**config.mk**
```make
export PLATFORM = sky130hd
export DESIGN_NAME = mfp_ahb_avalon_bridge
export DESIGN_NICKNAME = d
export VERILOG_FILES = /design/src/rtl/mfp_ahb_avalon_bridge.sv
export SDC_FILE = /design/constraint.sdc
export NUM_CORES = 1
export LEC_CHECK = 0
export CORE_MARGIN = 5
export CORE_UTILIZATION = 41
export CTS_CLUSTER_DIAMETER = 50
export DETAILED_ROUTE_END_ITERATION = 8
export HOLD_SLACK_MARGIN = 0.03
export MAX_ROUTING_LAYER = met4
export PLACE_DENSITY = 0.78
export SETUP_SLACK_MARGIN = 0.05
export SYNTH_ARGS = -nofsm -noshare
export SYNTH_HDL_FRONTEND = slang
export SYNTH_SLANG_ARGS = --single-unit
```
**constraint.sdc**
```tcl
create_clock -name clk -period 6.75 [get_ports clk]
set_clock_uncertainty 0.1 [all_clocks]
set_input_delay 2.025 -clock clk [delete_from_list [all_inputs] [get_ports clk]]
set_output_delay 2.025 -clock clk [all_outputs]
set_load 0.01 [all_outputs]
```
**src/rtl/mfp_ahb_avalon_bridge.sv**
```systemverilog
// AHB-Lite single-transfer slave to Avalon-MM master bridge with watchdog.
// Ports: AHB slave (HSEL..HRESP), Avalon master (avm_*), clk, async rst.
module mfp_ahb_avalon_bridge #(
  parameter int ADDR_WIDTH     = 27,
  parameter int TIMEOUT_CYCLES = 1024
) (
  input  logic                  clk,
  input  logic                  rst,
  input  logic                  HSEL,
  input  logic [31:0]           HADDR,
  input  logic [1:0]            HTRANS,
  input  logic                  HWRITE,
  input  logic [2:0]            HSIZE,
  input  logic [31:0]           HWDATA,
  output logic [31:0]           HRDATA,
  output logic                  HREADY,
  output logic                  HRESP,
  output logic [ADDR_WIDTH-1:0] avm_address,
  output logic [3:0]            avm_byteenable,
  output logic [2:0]            avm_burstcount,
  output logic                  avm_beginbursttransfer,
  output logic                  avm_begintransfer,
  output logic                  avm_read,
  output logic                  avm_write,
  output logic [31:0]           avm_writedata,
  input  logic [31:0]           avm_readdata,
  input  logic                  avm_readdatavalid,
  input  logic                  avm_waitrequest
);

  localparam int WD_W = $clog2(TIMEOUT_CYCLES);
  localparam logic [WD_W-1:0] WD_MAX = WD_W'(TIMEOUT_CYCLES - 1);

  typedef enum logic [2:0] {
    S_IDLE, S_WR_DATA, S_WR_REQ, S_RD_REQ, S_RD_WAIT, S_ERR1, S_ERR2
  } state_t;

  state_t                state_q, state_d;
  logic                  hready_q, hready_d;
  logic                  hresp_q, hresp_d;
  logic [31:0]           hrdata_q, hrdata_d;
  logic [ADDR_WIDTH-1:0] addr_q, addr_d;
  logic [3:0]            be_q, be_d;
  logic                  read_q, read_d;
  logic                  write_q, write_d;
  logic                  begin_q, begin_d;
  logic [31:0]           wdata_q, wdata_d;
  logic [WD_W-1:0]       wdog_q, wdog_d;
  logic [3:0]            be_calc;
  logic                  accept;
  logic                  expired;
  logic                  unused_ok;

  assign unused_ok = ^{HADDR[31:ADDR_WIDTH+2], HADDR[1:0], HTRANS[0]};

  always_comb begin
    be_calc = 4'b1111;
    unique case (HSIZE)
      3'd0:    be_calc = 4'b0001 << HADDR[1:0];
      3'd1:    be_calc = HADDR[1] ? 4'b1100 : 4'b0011;
      default: be_calc = 4'b1111;
    endcase
  end

  assign accept  = HSEL & HTRANS[1] & hready_q;
  assign expired = (wdog_q == WD_MAX);

  always_comb begin
    state_d  = state_q;
    hready_d = hready_q;
    hresp_d  = hresp_q;
    hrdata_d = hrdata_q;
    addr_d   = addr_q;
    be_d     = be_q;
    read_d   = read_q;
    write_d  = write_q;
    begin_d  = 1'b0;
    wdata_d  = wdata_q;
    wdog_d   = wdog_q;
    unique case (state_q)
      S_IDLE: begin
        hready_d = 1'b1;
        hresp_d  = 1'b0;
        if (accept) begin
          addr_d   = HADDR[ADDR_WIDTH+1:2];
          be_d     = be_calc;
          wdog_d   = '0;
          hready_d = 1'b0;
          if (HWRITE) begin
            state_d = S_WR_DATA;
          end else begin
            // read request is visible in the first RD_REQ cycle
            state_d = S_RD_REQ;
            read_d  = 1'b1;
            begin_d = 1'b1;
          end
        end
      end
      S_WR_DATA: begin
        wdata_d = HWDATA;
        write_d = 1'b1;
        begin_d = 1'b1;
        wdog_d  = wdog_q + 1'b1;
        state_d = S_WR_REQ;
      end
      S_WR_REQ: begin
        wdog_d = wdog_q + 1'b1;
        // timeout wins over a same-cycle completion
        if (expired) begin
          write_d = 1'b0;
          hresp_d = 1'b1;
          state_d = S_ERR1;
        end else if (!avm_waitrequest) begin
          write_d  = 1'b0;
          hready_d = 1'b1;
          state_d  = S_IDLE;
        end
      end
      S_RD_REQ: begin
        wdog_d = wdog_q + 1'b1;
        if (expired) begin
          read_d  = 1'b0;
          hresp_d = 1'b1;
          state_d = S_ERR1;
        end else if (!avm_waitrequest) begin
          read_d = 1'b0;
          if (avm_readdatavalid) begin
            hrdata_d = avm_readdata;
            hready_d = 1'b1;
            state_d  = S_IDLE;
          end else begin
            state_d = S_RD_WAIT;
          end
        end
      end
      S_RD_WAIT: begin
        wdog_d = wdog_q + 1'b1;
        if (expired) begin
          hresp_d = 1'b1;
          state_d = S_ERR1;
        end else if (avm_readdatavalid) begin
          hrdata_d = avm_readdata;
          hready_d = 1'b1;
          state_d  = S_IDLE;
        end
      end
      S_ERR1: begin
        hready_d = 1'b1;
        hresp_d  = 1'b1;
        state_d  = S_ERR2;
      end
      S_ERR2: begin
        hready_d = 1'b1;
        hresp_d  = 1'b0;
        state_d  = S_IDLE;
      end
      default: begin
        hready_d = 1'b1;
        hresp_d  = 1'b0;
        read_d   = 1'b0;
        write_d  = 1'b0;
        state_d  = S_IDLE;
      end
    endcase
  end

  always_ff @(posedge clk or posedge rst) begin
    if (rst) begin
      state_q  <= S_IDLE;
      hready_q <= 1'b1;
      hresp_q  <= 1'b0;
      hrdata_q <= '0;
      addr_q   <= '0;
      be_q     <= '0;
      read_q   <= 1'b0;
      write_q  <= 1'b0;
      begin_q  <= 1'b0;
      wdata_q  <= '0;
      wdog_q   <= '0;
    end else begin
      state_q  <= state_d;
      hready_q <= hready_d;
      hresp_q  <= hresp_d;
      hrdata_q <= hrdata_d;
      addr_q   <= addr_d;
      be_q     <= be_d;
      read_q   <= read_d;
      write_q  <= write_d;
      begin_q  <= begin_d;
      wdata_q  <= wdata_d;
      wdog_q   <= wdog_d;
    end
  end

  assign HRDATA                 = hrdata_q;
  assign HREADY                 = hready_q;
  assign HRESP                  = hresp_q;
  assign avm_address            = addr_q;
  assign avm_byteenable         = be_q;
  assign avm_burstcount         = 3'd1;
  assign avm_beginbursttransfer = begin_q;
  assign avm_begintransfer      = begin_q;
  assign avm_read               = read_q;
  assign avm_write              = write_q;
  assign avm_writedata          = wdata_q;

endmodule

```
# Word-level counts from Yosys, hierarchy flattened
# Index checks and enable logic that the tools add are counted.
[word_totals]
register_bits = 113
inputBits = 107
wordCells = 91
[op_classes]
bitwise_logic = 5
n_mux = 38
add_sub_neg = 1
reduce_logical = 16
eq_ne = 19
shift = 1
[ops]
columns = ["op", "count"]
rows = [
  ["32-bit two-way mux", 4],
  ["32-bit one-hot mux with 2 select lines", 1],
  ["3-bit two-way mux", 8],
  ["10-bit one-hot mux with 2 select lines", 1],
  ["3-bit one-hot mux with 6 select lines", 1],
  ["1-bit two-way mux", 14],
  ["2-bit inequality test (second input constant)", 7],
  ["4-bit AND reduction", 3],
  ["10-bit by 1-bit adder with 10-bit output (second input constant)", 1],
  ["10-bit equality test (second input constant)", 1],
  ["10-bit two-way mux", 1],
  ["5-bit OR reduction", 2],
  ["3-bit equality test (second input constant)", 3],
  ["3-bit inequality test (second input constant)", 3],
  ["1-bit one-hot mux with 3 select lines", 3],
  ["4-bit one-hot mux with 2 select lines", 1],
  ["2-bit AND reduction", 4],
  ["3-bit by 1-bit equality test with 1-bit output (second input constant)", 2],
  ["3-bit by 2-bit equality test with 1-bit output (second input constant)", 2],
  ["3-bit logical NOT", 2],
  ["6-bit AND reduction", 1],
  ["1-bit one-hot mux with 5 select lines", 1],
  ["4-bit two-way mux", 1],
  ["2-bit nonzero test", 2],
  ["other kinds (8)", 11],
]

# Longest topological paths before layout
[depth]
ltp_word = 4
mapped_depth = 8
mapped_depth_nobuf = 5

# Worst setup path after synthesis
# No wires, ideal clock.
[synth_timing]
kind = "input to register"
startpoint = "input avm_readdatavalid"
endpoint = "register state_q[1]"
required_ns = 6.525
cell_stages = 4
t_arrival_ns = 2.997
n_path_buf = 0
slack_ns = 3.528
cell_sequence = "nor4b_1 -> a21oi_1 -> o21ai_0 -> mux2_2"
[synth_via]
elab_chain_len = 2
[synth_rtl]
columns = ["element", "line", "rtl"]
rows = [
  ["start, declared", "27", "input logic avm_readdatavalid,"],
  ["3-bit inequality test (no line)", "--", ""],
  ["4-bit AND reduction (no line)", "--", ""],
  ["end signal, assigned", "181", "state_q <= state_d;"],
  ["end, declared", "38", "state_t state_q, state_d;"],
]
# No other way between the ends.
# A chain may end at the register's enable or synchronous reset.

# Worst setup path in the final report
[layout_timing]
startpoint = "input avm_waitrequest"
endpoint = "register hrdata_q[31] (netlist: HRDATA[31])"
[layout_via]
elab_chain_len = 2
[layout_rtl]
columns = ["element", "line", "rtl"]
rows = [
  ["start, declared", "28", "input logic avm_waitrequest"],
  ["2-bit inequality test (no line)", "--", ""],
  ["4-bit AND reduction (no line)", "--", ""],
  ["end signal, assigned", "184", "hrdata_q <= hrdata_d;"],
  ["end, declared", "41", "logic [31:0] hrdata_q, hrdata_d;"],
]
# No other way between the ends.

==> flow_metrics.tcl <==
set metrics [dict create \
    run_status "finished, final reports clean" \
    cp.buffers_inverters 1 \
    critPathLaunch "avm_waitrequest" \
    yosys.cell_types.count 47 \
    netlist_area_sq_um 4830 \
    seq_power_share_pct 34.2 \
    drt-wirelength-per-cell_um 16.7 \
    cts.sinks 113 \
    die_y_um 119 \
    postRouteAntennaNets 0 \
    power.total_mw 3.54 \
    cp_cell_sequence "clkdlybuf4s50_1 > o21ai_0 > and3_2 > mux2_2" \
    antenna_cells 0 \
    critPathCaptureType "flip-flop" \
    final_hold_viol_count 0 \
    tns_ns 0 \
    drive_above_1_share_pct 18.0 \
    htreeDepth 4 \
    setup_violations 0 \
    start_kind "primary input" \
    r2r_end "avm_byteenable[2]" \
    cts_hold_buf 0 \
    syn_to_final_growth_pct 55.1 \
    synth_seq_cells 113 \
    final_cell_mix "clkdlybuf4s50_1, dfrtp_1, nand2_1" \
    dieWidth_um 119 \
    start_util_pct 42.1 \
    cp.arrival_ns 4.10 \
    synthTopCellsByArea "dfrtp_1, mux2_4, mux2_2" \
    synthArstFlopShare_pct 100 \
    p_comb_share_pct 41.7 \
    ys_warn_count 0 \
    routed_wl_um 12700 \
    final_util_pct 65.3 \
    place_congestion 0.830 \
    ff2ff_path_depth 5 \
    nets 713 \
    io_buffers 203 \
    power.density_nw_per_um2 472 \
    cp_slowest_cell "and3_2" \
    r2r_slack_ns 3.91 \
    clkPwrFrac_pct 24.1 \
    ys_seq_area_share_pct 58.6 \
    min_period_ns 3.92 \
    grt_pass1_vias 3930 \
    drtIter0Drc 169 \
    timing.rr.start "state_q[1]" \
    rsz0062_at_grt "no" \
    antenna_found_initial 0 \
    cap_violations 0 \
    yosys.area.top_type "dfrtp_1" \
    critPathTopFamily "simple AND/OR/NAND/NOR gates" \
    worst-setup-path-type "primary input to flip-flop" \
    maxSlewViolCount 0 \
    cts_buffers 17 \
    die_area_sq_um 14100 \
    hold_path_class "flip-flop to flip-flop" \
    dpl.hpwl_um 9280 \
    vias 3780 \
    tritoncts "built" \
    critPathMaxStageDelay_ns 0.88 \
    seq_area_sq_um 2830 \
    cp.depth 4 \
    clock_latency_ns 0.40 \
    hold_slack_ns 0.377 \
    max_slew_margin_pct 33.3 \
    drc 0 \
    ir_drop_mv 0.275 \
    ios 211 \
    root_buffer "clkbuf_16" \
    p_leak_nw 3.24 \
    vias_per_cell 4.97 \
    internal_power_mw 2.43 \
    syn_area_per_cell_sq_um 12.0 \
    postCtsSetupBuffers 0 \
    power_switching_share_pct 31.2 \
    fmax_ghz 0.255 \
    ys.flop_type "dfrtp_1" \
    grt_use_total_pct 18.4 \
    cts_resized 0 \
    netlist.area_leader.share_pct 58.0 \
    crit_end "HRDATA[31]" \
    grt_pass1_wl_um 20300 \
    tightest_slew_ns 1.00 \
    grt_max_degree 82 \
    switchingPower_mw 1.10 \
    core_sq_um 11500 \
    layout_commonest_cell "clkdlybuf4s50_1" \
    synth_edf_count 0 \
    multi_input_area_sq_um 1820 \
    crit_path_max_fanout 32 \
    clk_path_buf_depth 2 \
    fillers 877 \
    dr.pass1.iters 4 \
    crit_required_ns 6.94 \
    grt_overflow 0 \
    synthCells 402 \
    post-route-period-util_pct 58.0 \
    clkTransAtPathRegs_ns 0.06 \
    core.rowCount 39 \
]
-- layer usage --
| metal | part of all wire [%] | track usage [%] | vias to the layer above |
|---|---|---|---|
| met3 | 7.2 | 6.35 | 19 |
| met4 | 1.3 | 4.46 | 0 |
| met1 | 42 | 22.3 | 1829 |
| met5 | 0 | - | - |
| met2 | 49 | 29.6 | 155 |
| li1 | - | - | 1777 |
-- sequential cells by signal, indices dropped and copies added (netlist names) --
signal / flops
wdog_q: 10
HREADY: 1
state_q: 3
avm_read: 1
avm_address: 27
avm_beginbursttransfer: 1
avm_write: 1
avm_byteenable: 4
HRESP: 1
HRDATA: 32
avm_writedata: 32
-- cells by family after synthesis --
group,share of synthesized area (%)
adder cells (fa/ha/maj),0.259
AND/OR/NAND/NOR,12.5
AO/OA/AOI/OAI,5.98
XOR/XNOR,0.544
flip-flops,58.6
multiplexers,17.9
other,0.155
buffers and inverters,4.04
-- worst min path at each step --
stage	startpoint	endpoint	slack (ns)	cells past startpoint
5_1_grt	avm_address[3]	avm_address[3]	0.40	2
6_report	avm_address[23]	avm_address[23]	0.38	2
3_3_place_gp	avm_address[14]	avm_address[14]	0.36	2
4_1_cts	avm_address[18]	avm_address[18]	0.38	2
3_5_place_dp	avm_address[24]	avm_address[24]	0.36	2
2_1_floorplan	wdog_q[6]	wdog_q[6]	0.37	1
-- worst min-delay path: stages, from the launching register on --
cell and delay [ns]:
dfrtp_1 0.34, nand2_1 0.05, nand2_1 0.06
-- Yosys cell counts, types with 2 or more instances --
library cell and count:
a21oi_1 7, a221oi_1 2, a311oi_1 2, a31oi_1 3, buf_12 3, buf_2 6
buf_4 4, clkbuf_1 9, conb_1 2, dfrtp_1 112, inv_1 7, mux2_2 36
mux2_4 30, nand2_1 93, nand2b_1 2, nand3_1 6, nor2_1 14, nor2b_1 2
nor3_1 7, o21ai_0 18, o22ai_1 4, o31ai_1 4, or2_2 2, or3_1 3
xnor2_1 2
-- layout make-up --
type	instances	area share, %
clock inverter	13	1.85
clock buffer	19	5.78
multi-input combinational	259	24.3
tap	143	2.39
timing repair buffer	207	27.5
sequential	113	37.8
inverter	7	0.384
-- power by group through the flow --
stage	Clock (mW)	Sequential, mW	Combinational [mW]
after global routing	0.908	1.25	1.58
final	0.854	1.21	1.47
after global placement	0	1.20	1.45
after floorplan	0	1.31	0.595
after CTS	0.872	1.21	1.50
after detailed placement	0	1.22	1.49
-- per-stage QoR --
stage / setup WS [ns] / cells / instance area [sq um]
6_report: 2.83 / 761 / 7490
5_1_grt: 2.78 / 761 / 7490
4_1_cts: 2.86 / 761 / 7490
3_5_place_dp: 2.45 / 729 / 6920
3_3_place_gp: 2.52 / 729 / 6920
2_1_floorplan: 1.64 / 403 / 4830
(Power assumes the default switching activity.)
